File: config.mk
export PLATFORM = sky130hd
export DESIGN_NAME = gf_mult_feeder
export DESIGN_NICKNAME = d
export VERILOG_FILES = /design/src/rtl/gf_pkg.sv /design/src/rtl/gf_res_buf.sv /design/src/rtl/gf_mult_feeder.sv
export SDC_FILE = /design/constraint.sdc
export NUM_CORES = 1
export LEC_CHECK = 0
export CAP_MARGIN = 20
export CORE_MARGIN = 2
export CORE_UTILIZATION = 51
export CTS_CLUSTER_SIZE = 14
export DETAILED_ROUTE_END_ITERATION = 6
export PLACE_DENSITY_LB_ADDON = 0.2
export SLEW_MARGIN = 20
export SYNTH_ARGS = -nofsm -noshare
export SYNTH_HDL_FRONTEND = slang
export SYNTH_SLANG_ARGS = --single-unit
File: constraint.sdc
create_clock -name clk -period 2.1 [get_ports clk]
set_input_delay 0.525 -clock clk [delete_from_list [all_inputs] [get_ports clk]]
set_output_delay 0.525 -clock clk [all_outputs]
set_load 0.02 [all_outputs]
File: src/rtl/gf_pkg.sv
// Shared definitions for the GF(2^m) multiplier feeder: field size, primitive polynomial,
// feeder state encoding and the bit-counter width helper.
package gf_pkg;

  localparam int         GF_M         = 8;
  localparam logic [7:0] GF_PRIM_POLY = 8'h1D;  // x^8+x^4+x^3+x^2+1, x^8 implied

  typedef enum logic [1:0] {
    IDLE  = 2'd0,
    CLR   = 2'd1,
    SHIFT = 2'd2,
    WAIT  = 2'd3
  } feed_state_e;

  function automatic int k_width(input int m);
    return (m > 1) ? $clog2(m) : 1;
  endfunction

  localparam int GF_K_W = k_width(GF_M);

endpackage

File: src/rtl/gf_res_buf.sv
// Two-entry synchronous FIFO holding multiplier products; head is a register so the
// consumer sees a stable value, and it keeps the last popped value when empty.
module gf_res_buf #(
  parameter int W = 8
) (
  input  logic         clk,
  input  logic         reset,
  input  logic         push,
  input  logic [W-1:0] din,
  input  logic         pop,
  output logic [1:0]   count,
  output logic [W-1:0] head
);

  logic [W-1:0] head_q, head_d;
  logic [W-1:0] tail_q, tail_d;
  logic [1:0]   count_q, count_d;
  logic         do_push;
  logic         do_pop;

  always_comb begin
    head_d  = head_q;
    tail_d  = tail_q;
    count_d = count_q;
    do_pop  = pop && (count_q != 2'd0);
    do_push = push && ((count_q != 2'd2) || do_pop);
    case ({do_push, do_pop})
      2'b10: begin
        if (count_q == 2'd0) head_d = din;
        else                 tail_d = din;
        count_d = count_q + 2'd1;
      end
      2'b01: begin
        // Popping the only entry leaves head untouched so it retains the last value.
        if (count_q == 2'd2) head_d = tail_q;
        count_d = count_q - 2'd1;
      end
      2'b11: begin
        if (count_q == 2'd1) begin
          head_d = din;
        end else begin
          head_d = tail_q;
          tail_d = din;
        end
      end
      default: ;
    endcase
  end

  always_ff @(posedge clk) begin
    if (reset) begin
      head_q  <= '0;
      tail_q  <= '0;
      count_q <= 2'd0;
    end else begin
      head_q  <= head_d;
      tail_q  <= tail_d;
      count_q <= count_d;
    end
  end

  assign count = count_q;
  assign head  = head_q;

endmodule

File: src/rtl/gf_mult_feeder.sv
// Drives the bit-serial GF(2^m) multiplier: clear, shift symbol MSB-first, capture product
// into a 2-entry result buffer. Optional product counter enabled by GF_FEED_CNT_EN.
module gf_mult_feeder
  import gf_pkg::*;
#(
  parameter int M = GF_M
`ifdef GF_FEED_CNT_EN
  ,
  parameter int CNT_W = 16
`endif
) (
  input  logic         clk,
  input  logic         reset,
  input  logic [M-1:0] sym_in,
  input  logic         sym_valid,
  output logic         sym_ready,
  output logic         mult_clr,
  output logic         b_out,
  input  logic [M-1:0] prod_in,
  output logic [M-1:0] res_data,
  output logic         res_valid,
  input  logic         res_ready
`ifdef GF_FEED_CNT_EN
  ,
  output logic [CNT_W-1:0] prod_cnt
`endif
);

  localparam int KW = k_width(M);

  feed_state_e   state_q, state_d;
  logic [KW-1:0] k_q, k_d;
  logic [M-1:0]  shreg_q, shreg_d;
  logic [1:0]    buf_count;
  logic          buf_push;
  logic          buf_pop;
  logic          ready_raw;

  always_comb begin
    state_d   = state_q;
    k_d       = k_q;
    shreg_d   = shreg_q;
    ready_raw = 1'b0;
    mult_clr  = 1'b0;
    b_out     = 1'b0;
    buf_push  = 1'b0;
    case (state_q)
      IDLE: begin
        ready_raw = (buf_count < 2'd2);
        if (sym_valid && ready_raw) begin
          shreg_d = sym_in;
          state_d = CLR;
        end
      end
      CLR: begin
        mult_clr = 1'b1;
        k_d      = '0;
        state_d  = SHIFT;
      end
      SHIFT: begin
        // Shifting left keeps the next operand bit at the MSB.
        b_out   = shreg_q[M-1];
        shreg_d = shreg_q << 1;
        k_d     = k_q + KW'(1);
        if (k_q == KW'(M - 1)) state_d = WAIT;
      end
      WAIT: begin
        buf_push  = 1'b1;
        ready_raw = (buf_count == 2'd0) || ((buf_count == 2'd1) && res_ready);
        if (sym_valid && ready_raw) begin
          shreg_d = sym_in;
          state_d = CLR;
        end else begin
          state_d = IDLE;
        end
      end
      default: state_d = IDLE;
    endcase
    if (reset) begin
      ready_raw = 1'b0;
      mult_clr  = 1'b1;
      b_out     = 1'b0;
      buf_push  = 1'b0;
    end
  end

  assign sym_ready = ready_raw;

  always_ff @(posedge clk) begin
    if (reset) begin
      state_q <= IDLE;
      k_q     <= '0;
      shreg_q <= '0;
    end else begin
      state_q <= state_d;
      k_q     <= k_d;
      shreg_q <= shreg_d;
    end
  end

  assign res_valid = !reset && (buf_count != 2'd0);
  assign buf_pop   = res_valid && res_ready;

  gf_res_buf #(
    .W(M)
  ) u_res_buf (
    .clk   (clk),
    .reset (reset),
    .push  (buf_push),
    .din   (prod_in),
    .pop   (buf_pop),
    .count (buf_count),
    .head  (res_data)
  );

`ifdef GF_FEED_CNT_EN
  logic [CNT_W-1:0] cnt_q, cnt_d;

  always_comb begin
    cnt_d = cnt_q;
    if (buf_push) cnt_d = cnt_q + CNT_W'(1);
  end

  always_ff @(posedge clk) begin
    if (reset) cnt_q <= '0;
    else       cnt_q <= cnt_d;
  end

  assign prod_cnt = cnt_q;
`endif

endmodule

== Yosys cells after proc, flatten, opt, wreduce, memory -nomap -nowiden ==
Cells that the tools add are included.

* Register bits after elaboration: 31
* Word-level logic and storage cells: 73
* Memory bits (read-only): 0
* RAM bits: 0
* Input bits: 20
* Latch bits: 0
* Memories: 0
* Output and inout port bits: 12

* Div/mod/pow operators: 0
* Reductions and logical operators: 22
* Muxes and demuxes: 24
* Magnitude comparators: 1
* Bitwise operators: 0
* $mul: 0
* Shift operators: 0
* $add $sub $neg: 3
* Eq/ne operators: 17

{| class="wikitable"
|+ Operators by type and width
! operator !! count
|-
| $mux W8 || 7
|-
| $pmux W8 S3 || 2
|-
| $pmux W8 S2 || 1
|-
| $ne A2 B2 Y1 const B || 7
|-
| $eq A2 B2 Y1 const B || 5
|-
| $reduce_and A3 Y1 || 3
|-
| $mux W1 || 8
|-
| $pmux W2 S4 || 1
|-
| $reduce_bool A2 Y1 || 4
|-
| $logic_and A1 B1 Y1 || 7
|-
| $eq A2 B1 Y1 const B || 3
|-
| $pmux W3 S2 || 1
|-
| $reduce_bool A3 Y1 || 2
|-
| $logic_not A2 Y1 || 2
|-
| $mux W2 || 2
|-
| $pmux W2 S2 || 1
|-
| $add A3 B1 Y3 const B || 1
|-
| $eq A3 B3 Y1 const B || 1
|-
| $add A2 B1 Y2 const B || 1
|-
| $logic_or A1 B1 Y1 || 2
|-
| $lt A2 B2 Y1 const B || 1
|-
| $ne A2 B1 Y1 const B || 1
|-
| $pmux W1 S2 || 1
|-
| $reduce_and A2 Y1 || 1
|-
| other kinds (2) || 2
|}

== Logic depth before layout (Yosys ltp) ==
* Depth in word-level cells: 9
* Mapped depth: 7
* Mapped depth without buffers: 6

== Cells and area by module ==
Synthesis repeated with hierarchy kept, for this count alone.

* Cells, all modules: 176
* Area total of the unflattened synthesis: 1,651.6 um^2

{| class="wikitable"
|+ By module, submodules not included
! module !! instances !! cells an instance !! area each (um^2)
|-
| gf_res_buf || 1 || 93 || 847.1
|-
| gf_mult_feeder || 1 || 83 || 804.5
|}

== Worst setup path before layout ==
No wires, ideal clock.

* Path kind: register to register
* Start: register u_res_buf.count_q[1] (netlist: u_res_buf.count[1])
* End: register u_res_buf.tail_q[0]
* Library setup time: 0.128 ns
* Arrival time: 1.752 ns
* Stages on the path, launching flop included: 8
* Path slack: 0.220 ns
* Cell sequence: dfxtp_1 -> inv_1 -> ha_1 -> buf_4 -> nor2_1 -> o2111ai_2 -> mux2i_1 -> nor2_1

* Word-level cells in the longest chain between the ends: 9
* Elaborated cells on any way between the ends: 16
* Those cells by class: 6 x eq/ne; 1 x mux; 9 x reduce/logical

{| class="wikitable"
|+ RTL lines
! what !! RTL line !! source
|-
| from (decl) || gf_res_buf.sv:17 || <nowiki>logic [1:0] count_q, count_d;</nowiki>
|-
| from (signal assigned) || gf_res_buf.sv:58 || <nowiki>count_q <= count_d;</nowiki>
|-
| $reduce_bool A2 Y1 * || gf_mult_feeder.sv:101 || <nowiki>assign res_valid = !reset && (buf_count != 2'd0);</nowiki>
|-
| $logic_and A1 B1 Y1 * || gf_mult_feeder.sv:101 ||
|-
| named net res_valid || gf_mult_feeder.sv:21 || <nowiki>output logic res_valid,</nowiki>
|-
| $logic_and A1 B1 Y1 * || gf_mult_feeder.sv:102 || <nowiki>assign buf_pop = res_valid && res_ready;</nowiki>
|-
| $logic_and A1 B1 Y1 * || gf_res_buf.sv:25 || <nowiki>do_pop = pop && (count_q != 2'd0);</nowiki>
|-
| $logic_or A1 B1 Y1 || gf_res_buf.sv:26 || <nowiki>do_push = push && ((count_q != 2'd2) || do_pop);</nowiki>
|-
| $logic_and A1 B1 Y1 || gf_res_buf.sv:26 ||
|-
| $eq A2 B2 Y1 || gf_res_buf.sv:27 || <nowiki>case ({do_push, do_pop})</nowiki>
|-
| $ne A2 B2 Y1 (no line) / $reduce_bool A2 Y1 (equally long branches) || - ||
|-
| $reduce_and A3 Y1 (no line) || - ||
|-
| to (signal assigned) || gf_res_buf.sv:57 || <nowiki>tail_q <= tail_d;</nowiki>
|-
| to (decl) || gf_res_buf.sv:16 || <nowiki>logic [W-1:0] tail_q, tail_d;</nowiki>
|}

The timed path passes the listed nets; every way through them passes the cells marked *.
A chain may end at the register's enable or synchronous reset.

== Final worst setup path ==
* Start: input res_ready
* End: output sym_ready

* Word-level cells in the longest chain between the ends: 4

{| class="wikitable"
|+ RTL lines
! what !! RTL line !! source
|-
| from (decl) || gf_mult_feeder.sv:22 || <nowiki>input logic res_ready</nowiki>
|-
| $logic_and A1 B1 Y1 || gf_mult_feeder.sv:69 || <nowiki>ready_raw = (buf_count == 2'd0) || ((buf_count == 2'd1) && res_ready);</nowiki>
|-
| $logic_or A1 B1 Y1 || gf_mult_feeder.sv:69 ||
|-
| $pmux W1 S2 || gf_mult_feeder.sv:47 || <nowiki>case (state_q)</nowiki>
|-
| $mux W1 || gf_mult_feeder.sv:79 || <nowiki>if (reset) begin</nowiki>
|-
| to (decl) || gf_mult_feeder.sv:16 || <nowiki>output logic sym_ready,</nowiki>
|}

No other way between the ends.

==> metrics.txt <==
TritonCTS clock tree=done; Place WS=-0.3846 ns; # rows=20; Final Setup Violations=0; DRT antenna net count=0; Yosys Warn Count=0; Core Box Area=3028 µm²; number of flops mapped to enable cells by yosys=0; Syn Nets=roughly 200; hold_ws=just under 0.5 ns; worst path cell trace=clkdlybuf4s50_1 > a21o_2 > a22oi_2 > nor3_1 > buf_2; post-synth top area cell=dfxtp_1; Clock Path Buffers=2; Placer Congestion=0.8235; initial antenna violation count=0; Final Power=roughly 2.5 mW; Pre-antenna DRT Iters=4; chip height=between 60 and 70 µm; DRT iter0 DRCs=58; cells after synthesis=between 150 and 200; max-slew violation count=0; Crit path arrival time=around 1.5 ns; post-synth top area share=between 30% and 40%; Via density=5.556; Fin Setup TNS=0 ns; PwrDens=1182 nW/µm²; Setup WS post-layout=0.04717 ns; Post CTS Setup Buffer Count=0; Max Freq=~500 MHz; CP Launch Type=input port; H-tree depth=2; list of most frequent post-synthesis cells=31 x dfxtp_1, 23 x nor2_1, 18 x nand2_1, 16 x mux2i_1, 15 x a311oi_1; critical path type=input port to output port; most common cell in the netlist=dfxtp_1; DRC viols=0; vias in the first global route=between 1000 and 1500; GRT overflow=0; Root Driver=clkbuf_4; Starting Density=53.43%; vias=~1500; synthesized flop and latch total=31; Detailed Place HPWL=around 2800 µm; unrepaired setup endpoints after global routing=no; outcome=completed; # diodes=0; Tightest Pin Transition=0.4080 ns; CP max stage delay=about 0.42 ns; share of the yosys chip area belonging to registers=roughly two fifths; Layout Utilization=70.83%; final layout net count=255; port bufs=31; die footprint=roughly 3600 µm²; CTS clk-pin slew, worst paths=about 0.080 ns; top post-synthesis cells by area=dfxtp_1 38%, mux2i_1 9.9%, a311oi_1 8.1%, ha_1 7.7%, nor2_1 5.3%; hold buffer count at cts=0; Post-Syn Area=roughly 1600 µm²; Die Wd=just over 60 µm; All-Layer GR Usage=between 20 and 25%; Num CTS Buffers=5; Crit-path slowest cell=clkdlybuf4s50_1; CTS Sinks=31; I/O Pins=32; final period utilization=around 98%; Placed Cells=approximately 260; Mean Syn Cell Area=approximately 9.3 µm²; final WL=3824 µm; Worst VDD drop=slightly below 0.7 mV; post-placement cell area=about 2100 µm²; Pleak=0.8895 nW; final worst path period need=just over 2 ns; Slew headroom=between 70% and 80%; critical path endpoint category=output port; global-route wire length before repair=between 6000 and 7000 µm; post-synth cell types=37; final hold violation count=0; ys async rst share=0%; CP required=about 1.6 ns; per-cell routed wire length=~14 µm; Area Overhead vs Synth=32.56%; share of cells above drive strength 1=roughly a fifth; Post-synth top flop=dfxtp_1; pin count of the biggest net entering global routing=21; MaxCap Viol Count=0; CP max FO=2; Worst Skew=0.006613 ns; Worst-Skew Late Latency=between 0.3 and 0.4 ns; Min-Delay Path Class=flop to flop; final instance area=2145 µm²; Cell Count, Final, Fillers Out=between 200 and 300
power by group:
part	switching, mW	internal (mW)
Combinational	0.709	0.692
Clock	0.193	0.119
Sequential	0.0799	0.741
worst paths after layout:
check / start / to / slack [ns] / depth (start not counted)
max: res_ready / sym_ready / 0.05 / 5
min: k_q[2] / k_q[2] / 0.48 / 2
max reg2reg: u_res_buf.count[0] / u_res_buf.head[6] / 0.24 / 7
min reg2reg: k_q[2] / k_q[2] / 0.48 / 2
worst max-delay path: cells and delay by family:
family | cells | cell delay (ns)
compound gates | 2 | 0.36
simple gates | 1 | 0.06
buf+inv | 2 | 0.58
sequential cells by signal (all words and copies together) (netlist names):
register,flops
k_q,3
shreg_q,8
state_q,2
u_res_buf.count,2
u_res_buf.head,8
u_res_buf.tail_q,8
what timing repair did:
item                                   CTS  global route
resized for setup                       15             6
endpoints found under the hold margin    0             0
setup endpoints to repair                6             4
pin swaps                                0             0
cell families (layout without fill, tap and decap cells):
family	count (synthesis)	count (layout)	share of synthesized area [%]
AO/OA/AOI/OAI	42	42	21.04
multiplexers	17	17	10.60
flip-flops	31	31	38.36
adder cells (fa/ha/maj)	10	10	7.734
AND/OR/NAND/NOR	58	58	16.70
XOR/XNOR	1	1	0.5415
buffers and inverters	15	65	5.027
routing by layer:
metal  part of all wire [%]  routed length [µm]  GRT usage (%)
met3                    4.3                 165          6.710
met4                    1.4                  54          8.571
met5                      0                   0              0
met1                     44                1671          27.02
met2                     51                1932          38.20
cell type report:
| cell class | instances | area [µm²] |
|---|---|---|
| multi-input combinational | 128 | 923.4 |
| sequential | 31 | 623.1 |
| timing repair buffer | 53 | 479.2 |
| clock buffer | 6 | 41.29 |
| fill | 253 | 883.3 |
| inverter | 6 | 22.52 |
| tap | 44 | 55.05 |
cells in the final DEF (no fill, tap or decap), types with 3 or more instances in the layout:
master and instances:
a211oi_1 3, dfxtp_1 29, inv_1 5, nand3_1 3
mux2i_1 16, nor2_1 23, a21oi_1 14, a311oi_1 15
clkbuf_4 5, nand2_1 18, ha_1 9, clkdlybuf4s50_1 26
nand2b_1 4, buf_2 3, buf_4 20
No activity file was read; power rests on OpenSTA's default activity.
